--- src/rtl/cheri_trvk_sweep.sv ---
// ============================================================================
// Module   : cheri_trvk_sweep
// Function : Revocation sweeper. It walks x1..x(NRegs-1), looks up each tagged
//            capability in the revocation bitmap and clears the tags of revoked
//            registers. The optional clear counter is enabled by the
//            TRVK_SWEEP_CNT_EN macro.
// Revision : 1.0 - initial release
// ============================================================================
`default_nettype none

module cheri_trvk_sweep #(
  parameter int NRegs = 32,
  parameter int RegW  = 33
) (
  input  logic            clk_i,
  input  logic            rst_i,
  input  logic            start_i,
  output logic            busy_o,
  output logic            done_o,
  output logic [4:0]      rf_raddr_o,
  input  logic [RegW-1:0] rf_rdata_i,
  input  logic            we0_i,
  input  logic            we1_i,
  input  logic            we2_i,
  input  logic [4:0]      waddr0_i,
  input  logic [4:0]      waddr1_i,
  input  logic [4:0]      waddr2_i,
  output logic            rvk_req_o,
  output logic [31:0]     rvk_addr_o,
  input  logic            rvk_gnt_i,
  input  logic            rvk_rvalid_i,
  input  logic            rvk_revoked_i,
  output logic            trvk_en_o,
  output logic            trvk_clrtag_o,
  output logic [4:0]      trvk_addr_o,
  output logic [4:0]      clr_cnt_o
);

  localparam logic [4:0] LastReg = 5'(NRegs - 1);

  typedef enum logic [2:0] {
    S_IDLE = 3'd0,
    S_READ = 3'd1,
    S_REQ  = 3'd2,
    S_WAIT = 3'd3,
    S_DONE = 3'd4
  } state_e;

  state_e      r_state, w_state_d;
  logic [4:0]  r_ptr, w_ptr_d;
  logic        r_hz, w_hz_d;
  logic [31:0] r_rvk_addr, w_rvk_addr_d;
  logic        w_wr_hit;

  // A pipeline write to the swept register would race with the tag clear.
  assign w_wr_hit = (we0_i && (waddr0_i == r_ptr)) ||
                    (we1_i && (waddr1_i == r_ptr)) ||
                    (we2_i && (waddr2_i == r_ptr));

  always_ff @(posedge clk_i or posedge rst_i) begin
    if (rst_i) begin
      r_state    <= S_IDLE;
      r_ptr      <= 5'd0;
      r_hz       <= 1'b0;
      r_rvk_addr <= 32'd0;
    end else begin
      r_state    <= w_state_d;
      r_ptr      <= w_ptr_d;
      r_hz       <= w_hz_d;
      r_rvk_addr <= w_rvk_addr_d;
    end
  end

  always_comb begin
    w_state_d     = r_state;
    w_ptr_d       = r_ptr;
    w_hz_d        = r_hz;
    w_rvk_addr_d  = r_rvk_addr;
    trvk_en_o     = 1'b0;
    trvk_clrtag_o = 1'b0;
    case (r_state)
      S_IDLE: begin
        if (start_i) begin
          w_ptr_d   = 5'd1;
          w_hz_d    = 1'b0;
          w_state_d = S_READ;
        end
      end
      S_READ: begin
        if (!rf_rdata_i[RegW-1]) begin
          if (r_ptr == LastReg) begin
            w_state_d = S_DONE;
          end else begin
            w_ptr_d   = r_ptr + 5'd1;
            w_state_d = S_READ;
          end
        end else begin
          w_rvk_addr_d = rf_rdata_i[31:0];
          w_hz_d       = w_wr_hit;
          w_state_d    = S_REQ;
        end
      end
      S_REQ: begin
        w_hz_d = r_hz | w_wr_hit;
        if (rvk_gnt_i) begin
          w_state_d = S_WAIT;
        end
      end
      S_WAIT: begin
        w_hz_d = r_hz | w_wr_hit;
        if (rvk_rvalid_i) begin
          if (!r_hz && !w_wr_hit) begin
            trvk_en_o     = 1'b1;
            trvk_clrtag_o = rvk_revoked_i;
            if (r_ptr == LastReg) begin
              w_state_d = S_DONE;
            end else begin
              w_ptr_d   = r_ptr + 5'd1;
              w_state_d = S_READ;
            end
          end else begin
            // Stale lookup: drop it and re-read the same register.
            w_hz_d    = 1'b0;
            w_state_d = S_READ;
          end
        end
      end
      S_DONE: begin
        w_state_d = S_IDLE;
      end
      default: begin
        w_state_d = S_IDLE;
      end
    endcase
  end

  assign busy_o      = (r_state != S_IDLE);
  assign done_o      = (r_state == S_DONE);
  assign rvk_req_o   = (r_state == S_REQ);
  assign rvk_addr_o  = r_rvk_addr;
  assign rf_raddr_o  = r_ptr;
  assign trvk_addr_o = r_ptr;

`ifdef TRVK_SWEEP_CNT_EN
  logic [4:0] r_clr_cnt;
  logic       w_sweep_start;

  assign w_sweep_start = (r_state == S_IDLE) && start_i;

  always_ff @(posedge clk_i or posedge rst_i) begin
    if (rst_i) begin
      r_clr_cnt <= 5'd0;
    end else if (w_sweep_start) begin
      r_clr_cnt <= 5'd0;
    end else if (trvk_clrtag_o) begin
      r_clr_cnt <= r_clr_cnt + 5'd1;
    end
  end

  assign clr_cnt_o = r_clr_cnt;
`else
  assign clr_cnt_o = 5'd0;
`endif

endmodule

`default_nettype wire

--- config.mk ---
export PLATFORM = sky130hd
export DESIGN_NAME = cheri_trvk_sweep
export DESIGN_NICKNAME = d
export VERILOG_FILES = /design/src/rtl/cheri_trvk_sweep.sv
export SDC_FILE = /design/constraint.sdc
export NUM_CORES = 1
export LEC_CHECK = 0
export BUFFER_PORTS_ARGS = -buffer_cell sky130_fd_sc_hd__buf_2
export CORE_ASPECT_RATIO = 2
export CORE_MARGIN = 3
export CORE_UTILIZATION = 49
export CTS_CLUSTER_DIAMETER = 50
export DETAILED_ROUTE_END_ITERATION = 8
export PLACE_DENSITY = 0.85
export SKIP_LAST_GASP = 1
export SYNTH_ARGS = -nofsm -noshare
export SYNTH_HDL_FRONTEND = slang
export SYNTH_SLANG_ARGS = --single-unit
--- constraint.sdc ---
create_clock -name clk_i -period 3.5 [get_ports clk_i]
set_input_delay 0.35 -clock clk_i [delete_from_list [all_inputs] [get_ports clk_i]]
set_output_delay 0.35 -clock clk_i [all_outputs]
set_load 0.02 [all_outputs]
==> results.py, run 1 <==
metrics = {
    "worst_setup_path": {
        "worstPathRequired_ns": 3.15,
        "r2r_end": "rf_raddr_o[0]",
        "cpMaxStageDelayCell": "dfrtp_1",
        "r2r-start": "rf_raddr_o[0]",
        "cp_max_fo": 9,
        "worstSetupStartpoint": "rf_raddr_o[2]",
        "cp-start-kind": "flip-flop",
        "cpPeakStageDelay_ns": 0.55,
        "crit_chain": "xor2_1 -> nor4_1 -> and3_1 -> nor3_4 -> inv_1 -> nor3_1 -> buf_2",
        "r2r_slack_ns": 1.16,
        "reg2reg_depth": 7,
        "cp_top_family": "simple AND/OR/NAND/NOR gates",
        "crit_buf_inv": 2,
        "worstSetupEndpointType": "primary output",
        "cp.arrival_ns": 2.15,
        "path_class": "flip-flop to primary output",
    },
    "clocking": {
        "clk_latency_ns": 0.28,
        "clock-sinks": 41,
        "cts_made_buffers": 5,
        "root_buffer": "clkbuf_8",
        "htreeDepth": 2,
        "clockBufferDepth": 2,
        "postCtsSetupRepairBufs": 0,
        "clk_pin_slew_ns": 0.08,
        "cts_tree": "yes",
        "cts.repair.resized": 0,
        "cts_hold_buf": 0,
    },
    "detailed_routing": {
        "num_vias": 1646,
        "wirelength_um": 4797,
        "viasPerCell": 5.080,
        "postRouteAntennaNets": 0,
        "route.detailed.drc": 0,
        "drt-initial-drc-count": 17,
        "dr.pass1.iters": 4,
        "routedWlPerCell_um": 14.81,
    },
    "sta": {
        "worst_pin_slew_ns": 0.5606,
        "setup_tns_ns": 0,
        "hold_viol_final": 0,
        "rsz0062_at_grt": "no",
        "finalCriticalPeriod_ns": 2.503,
        "final_max_slew_viol_count": 0,
        "slew_headroom_pct": 62.55,
        "clock_skew_ns": 0.004853,
        "timing.fmax_mhz": 399.5,
        "timing.final.crit_share_pct": 71.52,
        "final-setup-viol-count": 0,
    },
    "grt": {
        "grt_pass1_wl_um": 7507,
        "grt.overflow.total": 0,
        "antenna_found_initial": 0,
        "grt_pass1_vias": 1739,
        "grt_use_total_pct": 19.35,
        "grt_max_degree": 42,
    },
    "min_path": {
        "hold_class": "primary input to async pin",
    },
    "synth": {
        "synthesis.area_sq_um": 2106,
        "synthesis.instances": 177,
        "ys.flop_type": "dfrtp_1",
        "yosysUniqueCellTypes": 39,
        "ys_ff_latch": 41,
        "synth_warnings": 0,
        "async_flop_share_pct": 100.0,
        "syn_area_per_cell_sq_um": 11.90,
        "synth_edf_count": 0,
        "seq_area_frac_synth_pct": 48.72,
    },
    "floorplan": {
        "rows": 33,
        "die_h_um": 98.71,
        "coreArea_sq_um": 4129,
        "die_width_um": 52.36,
        "die_area_sq_um": 5168,
        "initial_utilization_pct": 51.00,
        "io_pins": 109,
    },
    "place": {
        "dp_hpwl_um": 3793,
        "postPlaceCellArea_sq_um": 2577,
        "gp_congestion": 0.8748,
        "io_buffers": 103,
    },
    "cells_and_area": {
        "drive_above_1_share_pct": 55.51,
        "diodes": 0,
        "final_common_cell": "buf_2",
        "fillerInstances": 355,
        "final_cell_mix": "buf_2 (103), dfrtp_1 (41), mux2_2 (32), xnor2_1 (11), nand2_1 (9)",
        "area_growth_pct": 26.98,
        "design_area_sq_um": 2674,
        "nNetsFinal": 330,
    },
    "power_and_ir_drop": {
        "p_total_mw": 2.504,
        "ir_drop_v": 0.0005528,
        "leakagePower_nw": 1.332,
        "p_per_area_nw_per_um2": 936.6,
    },
    "flow_run": {
        "drv_cap": 0,
    },
    "status": {
        "status": "finished, final reports clean",
    },
}
==> flip-flops by register name, indices dropped and copies added (netlist names) <==
signal      count
r_state         3
r_hz            1
rvk_addr_o     32
rf_raddr_o      5
==> cells by family (layout without fill, tap and decap cells) <==
group,count (synthesis),count (layout),share of synthesized area [%]
simple gates,37,37,10.10
other cells,1,5,0.1781
xor+xnor,15,15,6.239
fa+ha+maj,2,2,1.188
compound gates,18,18,7.131
flops,41,41,48.72
mux,35,35,18.78
buf+inv,28,119,7.665
==> per-layer routing <==
layer	GRT usage, %	share of wire (%)	up-vias
met5	0	0	-
li1	-	-	785
met2	37.16	58	65
met1	17.49	32	783
met4	11.42	3.8	0
met3	2.723	5.2	13
==> worst min-delay path, stage by stage <==
cell      delay (ns)
buf_2           0.10
clkinv_1        0.03
buf_4           0.43
==> cells in the mapped netlist (3+ instances only) <==
cell type	number	area share, %
mux2_2	32	17
or3_1	3	0.89
inv_1	6	1.1
buf_2	6	1.4
nor3_1	3	0.71
o21ai_0	4	0.95
xor2_1	4	1.7
clkbuf_1	4	0.71
nand3_1	4	0.95
nand2_1	9	1.6
dfrtp_1	41	49
buf_4	11	3.9
nor2b_1	4	1.2
xnor2_1	11	4.6
==> stage by stage <==
step | std cells | hold slack [ns] | setup slack, ns | util (%)
detailed placement | 316 | 0.4899 | 1.173 | 62.42
global route | 324 | 0.1946 | 0.8253 | 64.76
global placement | 316 | 0.4831 | 1.238 | 62.42
CTS | 324 | 0.1816 | 0.9927 | 64.76
finish | 324 | 0.1709 | 0.9969 | 64.76
floorplan | 181 | 0.5017 | 1.221 | -
==> worst max path at each step <==
stage | to | cells after the start
floorplan | trvk_clrtag_o | 7
global placement | rf_raddr_o[0] | 7
detailed placement | rf_raddr_o[0] | 7
CTS | trvk_clrtag_o | 7
global route | trvk_clrtag_o | 7
finish | trvk_clrtag_o | 7
==> final cells by class <==
cell class | instances | area, sq um | area share [%]
Inverter | 6 | 22.52 | 0.8423
Multi-Input combinational cell | 112 | 933.4 | 34.91
Clock buffer | 6 | 82.58 | 3.088
Timing Repair Buffer | 105 | 530.5 | 19.84
Clock inverter | 2 | 13.76 | 0.5147
Sequential cell | 41 | 1026 | 38.37
Tap cell | 52 | 65.06 | 2.433
==> power breakdown <==
| part | internal [mW] | switching (mW) | leakage (nW) |
|---|---|---|---|
| Combinational | 0.559 | 0.741 | 0.788 |
| Sequential | 0.702 | 0.186 | 0.492 |
| Clock | 0.160 | 0.156 | 0.0512 |
| Total | 1.42 | 1.08 | 1.33 |
No activity file was read; power rests on OpenSTA's default activity.
==> inputs of run 2 (changes only) <==
--- a/config.mk
+++ b/config.mk
@@ -8,10 +8,10 @@
 export BUFFER_PORTS_ARGS = -buffer_cell sky130_fd_sc_hd__buf_2
 export CORE_ASPECT_RATIO = 2
 export CORE_MARGIN = 3
-export CORE_UTILIZATION = 49
+export CORE_UTILIZATION = 45
 export CTS_CLUSTER_DIAMETER = 50
 export DETAILED_ROUTE_END_ITERATION = 8
-export PLACE_DENSITY = 0.85
+export PLACE_DENSITY = 0.79
 export SKIP_LAST_GASP = 1
 export SYNTH_ARGS = -nofsm -noshare
 export SYNTH_HDL_FRONTEND = slang
==> constraint.sdc (replaced) <==
create_clock -name clk_i -period 2.4 [get_ports clk_i]
set_input_delay 0.24 -clock clk_i [delete_from_list [all_inputs] [get_ports clk_i]]
set_output_delay 0.24 -clock clk_i [all_outputs]
set_load 0.02 [all_outputs]
==> results.py, run 2 (synthesis results as in run 1) <==
metrics = {
    "status": {
        "status": "finished, violations left",
        "violations": "hold timing",
    },
    "detailed_routing": {
        "dr.pass1.iters": 4,
        "viasPerCell": 5.064,
        "route.detailed.drc": 0,
        "routedWlPerCell_um": 14.41,
        "drt-initial-drc-count": 14,
        "wirelength_um": 4755,
        "postRouteAntennaNets": 0,
        "num_vias": 1671,
    },
    "cells_and_area": {
        "final_common_cell": "buf_2",
        "final_cells": 330,
        "final_cell_mix": "buf_2 (102), dfrtp_1 (40), mux2_2 (32), xnor2_1 (11), nand2_1 (9)",
        "diodes": 0,
        "design_area_sq_um": 2730,
        "final_core_util_pct": 61.71,
        "nNetsFinal": 335,
        "largest_register_ffs": 32,
        "area_growth_pct": 29.65,
        "drive_above_1_share_pct": 57.25,
        "fillerInstances": 379,
    },
    "grt": {
        "grt_use_total_pct": 17.74,
        "grt.overflow.total": 0,
        "gr-usage-met1_pct": 16.24,
        "antenna_found_initial": 0,
        "grt_pass1_wl_um": 7189,
        "grt_max_degree": 33,
        "grt_use_met3_pct": 3.907,
        "grt_use_met2_pct": 34.16,
        "busiest_layer": "met2",
        "grt_pass1_vias": 1692,
    },
    "sta": {
        "final_max_slew_viol_count": 0,
        "slew_headroom_pct": 48.47,
        "finalCriticalPeriod_ns": 2.258,
        "hold_ws_ns": -0.01430,
        "final-setup-viol-count": 0,
        "setup_tns_ns": 0,
        "timing.fmax_mhz": 442.8,
        "timing.final.ws_setup_ns": 0.1415,
        "clock_skew_ns": 0.002794,
        "hold_viol_final": 21,
        "timing.final.crit_share_pct": 94.10,
        "worst_pin_slew_ns": 0.7682,
    },
    "clocking": {
        "cts_made_buffers": 5,
        "clk_pin_slew_ns": 0.07,
        "clock-sinks": 41,
        "clk_latency_ns": 0.28,
        "clockBufferDepth": 2,
        "root_buffer": "clkbuf_8",
        "htreeDepth": 2,
        "cts_tree": "yes",
    },
    "worst_setup_path": {
        "worstSetupEndpointType": "primary output",
        "worstSetupStartpoint": "rf_raddr_o[0]",
        "crit_chain": "buf_4 -> xor2_1 -> nor4_1 -> and3_1 -> nor3_4 -> inv_2 -> nor3_2 -> buf_4",
        "reg2reg_depth": 7,
        "path_common_cell": "buf_4",
        "cp_max_fo": 8,
        "r2r_end": "rf_raddr_o[0]",
        "cpMaxStageDelayCell": "dfrtp_1",
        "worstPathRequired_ns": 2.16,
        "r2r-start": "rf_raddr_o[0]",
        "cpPeakStageDelay_ns": 0.39,
        "cp-start-kind": "flip-flop",
        "r2r_slack_ns": 0.25,
        "path_depth": 8,
        "path_class": "flip-flop to primary output",
        "worstSetupEndpoint": "trvk_clrtag_o",
        "crit_buf_inv": 3,
        "cp.arrival_ns": 2.02,
        "cp_top_family": "simple AND/OR/NAND/NOR gates",
    },
    "floorplan": {
        "coreArea_sq_um": 4424,
        "initial_utilization_pct": 47.60,
        "die_h_um": 102.7,
        "rows": 34,
        "io_pins": 109,
        "die_width_um": 54.37,
        "die_area_sq_um": 5586,
    },
    "power_and_ir_drop": {
        "p_per_area_nw_per_um2": 1382,
        "leakagePower_nw": 1.356,
        "p_total_mw": 3.773,
        "ir_drop_v": 0.0007762,
    },
    "place": {
        "place_inst": 322,
        "postPlaceCellArea_sq_um": 2610,
        "dp_hpwl_um": 3853,
        "io_buffers": 103,
        "dp_slack_ns": 0.2512,
        "gp_congestion": 0.8693,
    },
    "flow_run": {
        "drv_cap": 0,
    },
    "min_path": {
        "hold_class": "primary input to async pin",
    },
}
[run 2: worst min-delay path by stage]
| stage | end | slack, ns |
|---|---|---|
| floorplan | rvk_addr_o[25] | 0.39 |
| global placement | rvk_addr_o[3] | 0.31 |
| detailed placement | rvk_addr_o[0] | 0.33 |
| CTS | rvk_addr_o[3] | 0.005 |
| global route | rvk_addr_o[3] | 0.03 |
| finish | rvk_addr_o[3] | -0.01 |
[run 2: per-layer routing]
layer | share of wire (%) | wire length [um] | up-vias
li1 | - | - | 795
met1 | 31 | 1482 | 810
met2 | 61 | 2905 | 60
met3 | 6.2 | 296 | 6
met4 | 1.5 | 72 | 0
met5 | 0 | 0 | -
[run 2: power by group]
| group | internal, mW | total (mW) | leakage [nW] | switching, mW |
|---|---|---|---|---|
| Sequential | 1.03 | 1.26 | 0.491 | 0.235 |
| Clock | 0.302 | 0.521 | 0.0540 | 0.219 |
| Combinational | 0.866 | 1.99 | 0.812 | 1.12 |
[run 2: timing repair]
item                                    in CTS  in global routing
resized for setup                            0                  4
endpoints found under the setup margin       0                  2
buffers inserted                             0                  1
hold buffers                                 0                  0
[run 2: layout make-up]
cell class	count	area, sq um	area share (%)
clock buffers	5	68.82	2.521
clock inverters	2	35.03	1.283
inverters	6	22.52	0.8249
multi-input cells	112	938.4	34.37
flip-flops and latches	41	1027	37.63
well taps	54	67.56	2.475
repair buffers	110	570.5	20.90
==> inputs of run 3 (changes only) <==
--- a/config.mk
+++ b/config.mk
@@ -5,7 +5,7 @@
 export SDC_FILE = /design/constraint.sdc
 export NUM_CORES = 1
 export LEC_CHECK = 0
-export BUFFER_PORTS_ARGS = -buffer_cell sky130_fd_sc_hd__buf_2
+export BUFFER_PORTS_ARGS = -buffer_cell sky130_fd_sc_hd__buf_4
 export CORE_ASPECT_RATIO = 2
 export CORE_MARGIN = 3
 export CORE_UTILIZATION = 45
@@ -16,3 +16,4 @@
 export SYNTH_ARGS = -nofsm -noshare
 export SYNTH_HDL_FRONTEND = slang
 export SYNTH_SLANG_ARGS = --single-unit
+export TNS_END_PERCENT = 10
==> results.py, run 3 (synthesis results as in run 1) <==
metrics = {
    "sta": {
        "finalCriticalPeriod_ns": 2.228,
        "final_max_slew_viol_count": 0,
        "timing.fmax_mhz": 448.8,
        "slew_headroom_pct": 47.43,
        "final-setup-viol-count": 0,
        "clock_skew_ns": 0.005206,
        "hold_ws_ns": -0.01163,
        "timing.final.crit_share_pct": 92.84,
        "hold_viol_final": 18,
        "worst_pin_slew_ns": 0.7837,
        "timing.final.ws_setup_ns": 0.1718,
    },
    "worst_setup_path": {
        "crit_buf_inv": 3,
        "cp_max_fo": 8,
        "cp.arrival_ns": 1.99,
        "crit_chain": "buf_4 -> xor2_1 -> nor4_1 -> and3_1 -> nor3_4 -> inv_2 -> nor3_1 -> buf_4",
        "cp_top_family": "simple AND/OR/NAND/NOR gates",
        "r2r-start": "rf_raddr_o[2]",
        "path_common_cell": "buf_4",
        "worstSetupStartpoint": "rf_raddr_o[0]",
        "cp-start-kind": "flip-flop",
        "worstSetupEndpointType": "primary output",
        "cpPeakStageDelay_ns": 0.39,
        "path_class": "flip-flop to primary output",
        "cpMaxStageDelayCell": "dfrtp_1",
        "worstPathRequired_ns": 2.16,
    },
    "cells_and_area": {
        "final_cell_mix": "buf_4 (110), dfrtp_1 (41), mux2_2 (32), xnor2_1 (11), nand2_1 (9)",
        "area_growth_pct": 42.54,
        "drive_above_1_share_pct": 57.04,
        "final_common_cell": "buf_4",
        "diodes": 0,
        "final_cells": 331,
        "final_core_util_pct": 67.85,
        "largest_register_ffs": 32,
        "nNetsFinal": 335,
    },
    "grt": {
        "grt_pass1_vias": 1600,
        "grt.overflow.total": 0,
        "antenna_found_initial": 0,
        "grt_max_degree": 33,
        "grt_pass1_wl_um": 7176,
        "grt_use_total_pct": 17.90,
    },
    "power_and_ir_drop": {
        "pwr-share-comb_pct": 54.5,
        "leakagePower_nw": 1.440,
        "seqPwrFrac_pct": 31.3,
        "clkPwrFrac_pct": 14.2,
        "p_switching_mw": 1.624,
        "internal_power_mw": 2.460,
        "ir_drop_v": 0.0007490,
        "p_per_area_nw_per_um2": 1361,
        "switching_share_pct": 39.77,
    },
    "floorplan": {
        "initial_utilization_pct": 47.60,
        "die_width_um": 54.37,
        "die_area_sq_um": 5586,
        "rows": 34,
        "coreArea_sq_um": 4424,
        "die_h_um": 102.7,
        "io_pins": 109,
    },
    "clocking": {
        "htreeDepth": 2,
        "clockBufferDepth": 2,
        "clock-sinks": 41,
        "cts_tree": "yes",
        "root_buffer": "clkbuf_8",
        "cts_hold_buf": 0,
        "clk_latency_ns": 0.29,
        "cts_made_buffers": 5,
        "clk_pin_slew_ns": 0.08,
    },
    "detailed_routing": {
        "viasPerCell": 4.991,
        "postRouteAntennaNets": 0,
        "route.detailed.drc": 0,
        "routedWlPerCell_um": 15.18,
        "dr.pass1.iters": 4,
        "drt-initial-drc-count": 6,
        "num_vias": 1652,
        "wirelength_um": 5025,
    },
    "place": {
        "place_inst": 321,
        "gp_congestion": 0.9045,
        "dp_hpwl_um": 4016,
        "dp_slack_ns": 0.2504,
        "io_buffers": 103,
    },
    "status": {
        "violations": "hold timing",
        "status": "finished, violations left",
    },
    "flow_run": {
        "drv_cap": 0,
    },
    "min_path": {
        "hold_class": "primary input to async pin",
    },
}
==> run 3: changes by cell type in the layout (fill, tap and decap cells not counted), sizes merged <==
cell,before,now
clkinvlp,0,1
clkinv,2,1
clkbuf,5,6
==> run 3: worst reg2reg max path: cells and delay by family, from the launching register on <==
kind                      cells  cell delay, ns
muxes                         1            0.32
xor gates and xnor gates      1            0.20
DFF                           1            0.48
AOI/OAI and AO/OA             1            0.20
buffers and inverters         1            0.16
and+or+nand+nor               3            0.69
==> run 3: metrics by stage <==
stage / hold slack (ns) / setup TNS (ns) / area [sq um] / total power, mW
after floorplan: 0.3917 / 0 / 2121 / 2.713
after global placement: 0.3323 / 0 / 2860 / 3.469
after detailed placement: 0.3309 / 0 / 2860 / 3.524
after CTS: 0.005768 / 0 / 2980 / 4.112
after global routing: 0.02247 / -0.00004685 / 3002 / 4.332
final: -0.01163 / 0 / 3002 / 4.084
==> run 3: power groups by stage <==
stage	Clock [mW]	Sequential (mW)	Combinational, mW
floorplan	0	1.61	1.11
global placement	0	1.28	2.19
detailed placement	0	1.29	2.23
CTS	0.600	1.28	2.23
global route	0.624	1.33	2.38
finish	0.580	1.28	2.22
==> run 3: cell type report <==
class	instances	area (sq um)
Clock buffer	6	82.58
Sequential cell	41	1026
Tap cell	54	67.56
Timing Repair Buffer	110	825.8
Inverter	6	22.52
Multi-Input combinational cell	112	939.7
Fill cell	350	1423
Clock inverter	2	37.54
==> run 3: worst paths after layout <==
kind	end	slack, ns	cells past startpoint
min	rvk_addr_o[29]	-0.01	2
max in group asynchronous	rvk_addr_o[22]	1.73	3
min in group clk_i	rvk_addr_o[1]	0.17	2
min reg2reg	rvk_addr_o[31]	0.51	1
max reg2reg	rf_raddr_o[0]	0.23	7
max	trvk_clrtag_o	0.17	8
==> run 3: routing by layer <==
metal | global-route usage (%) | share of wire (%) | up-vias
met5 | 0 | 0 | -
met4 | 9.789 | 2.8 | 0
met3 | 3.329 | 5.0 | 12
met2 | 33.33 | 58 | 64
met1 | 17.23 | 34 | 789
li1 | - | - | 787
==> run 3: what timing repair did <==
item | 4_1_cts | 5_1_grt
buffers inserted | 0 | 2
resized for setup | 0 | 2
setup endpoints to repair | 0 | 2
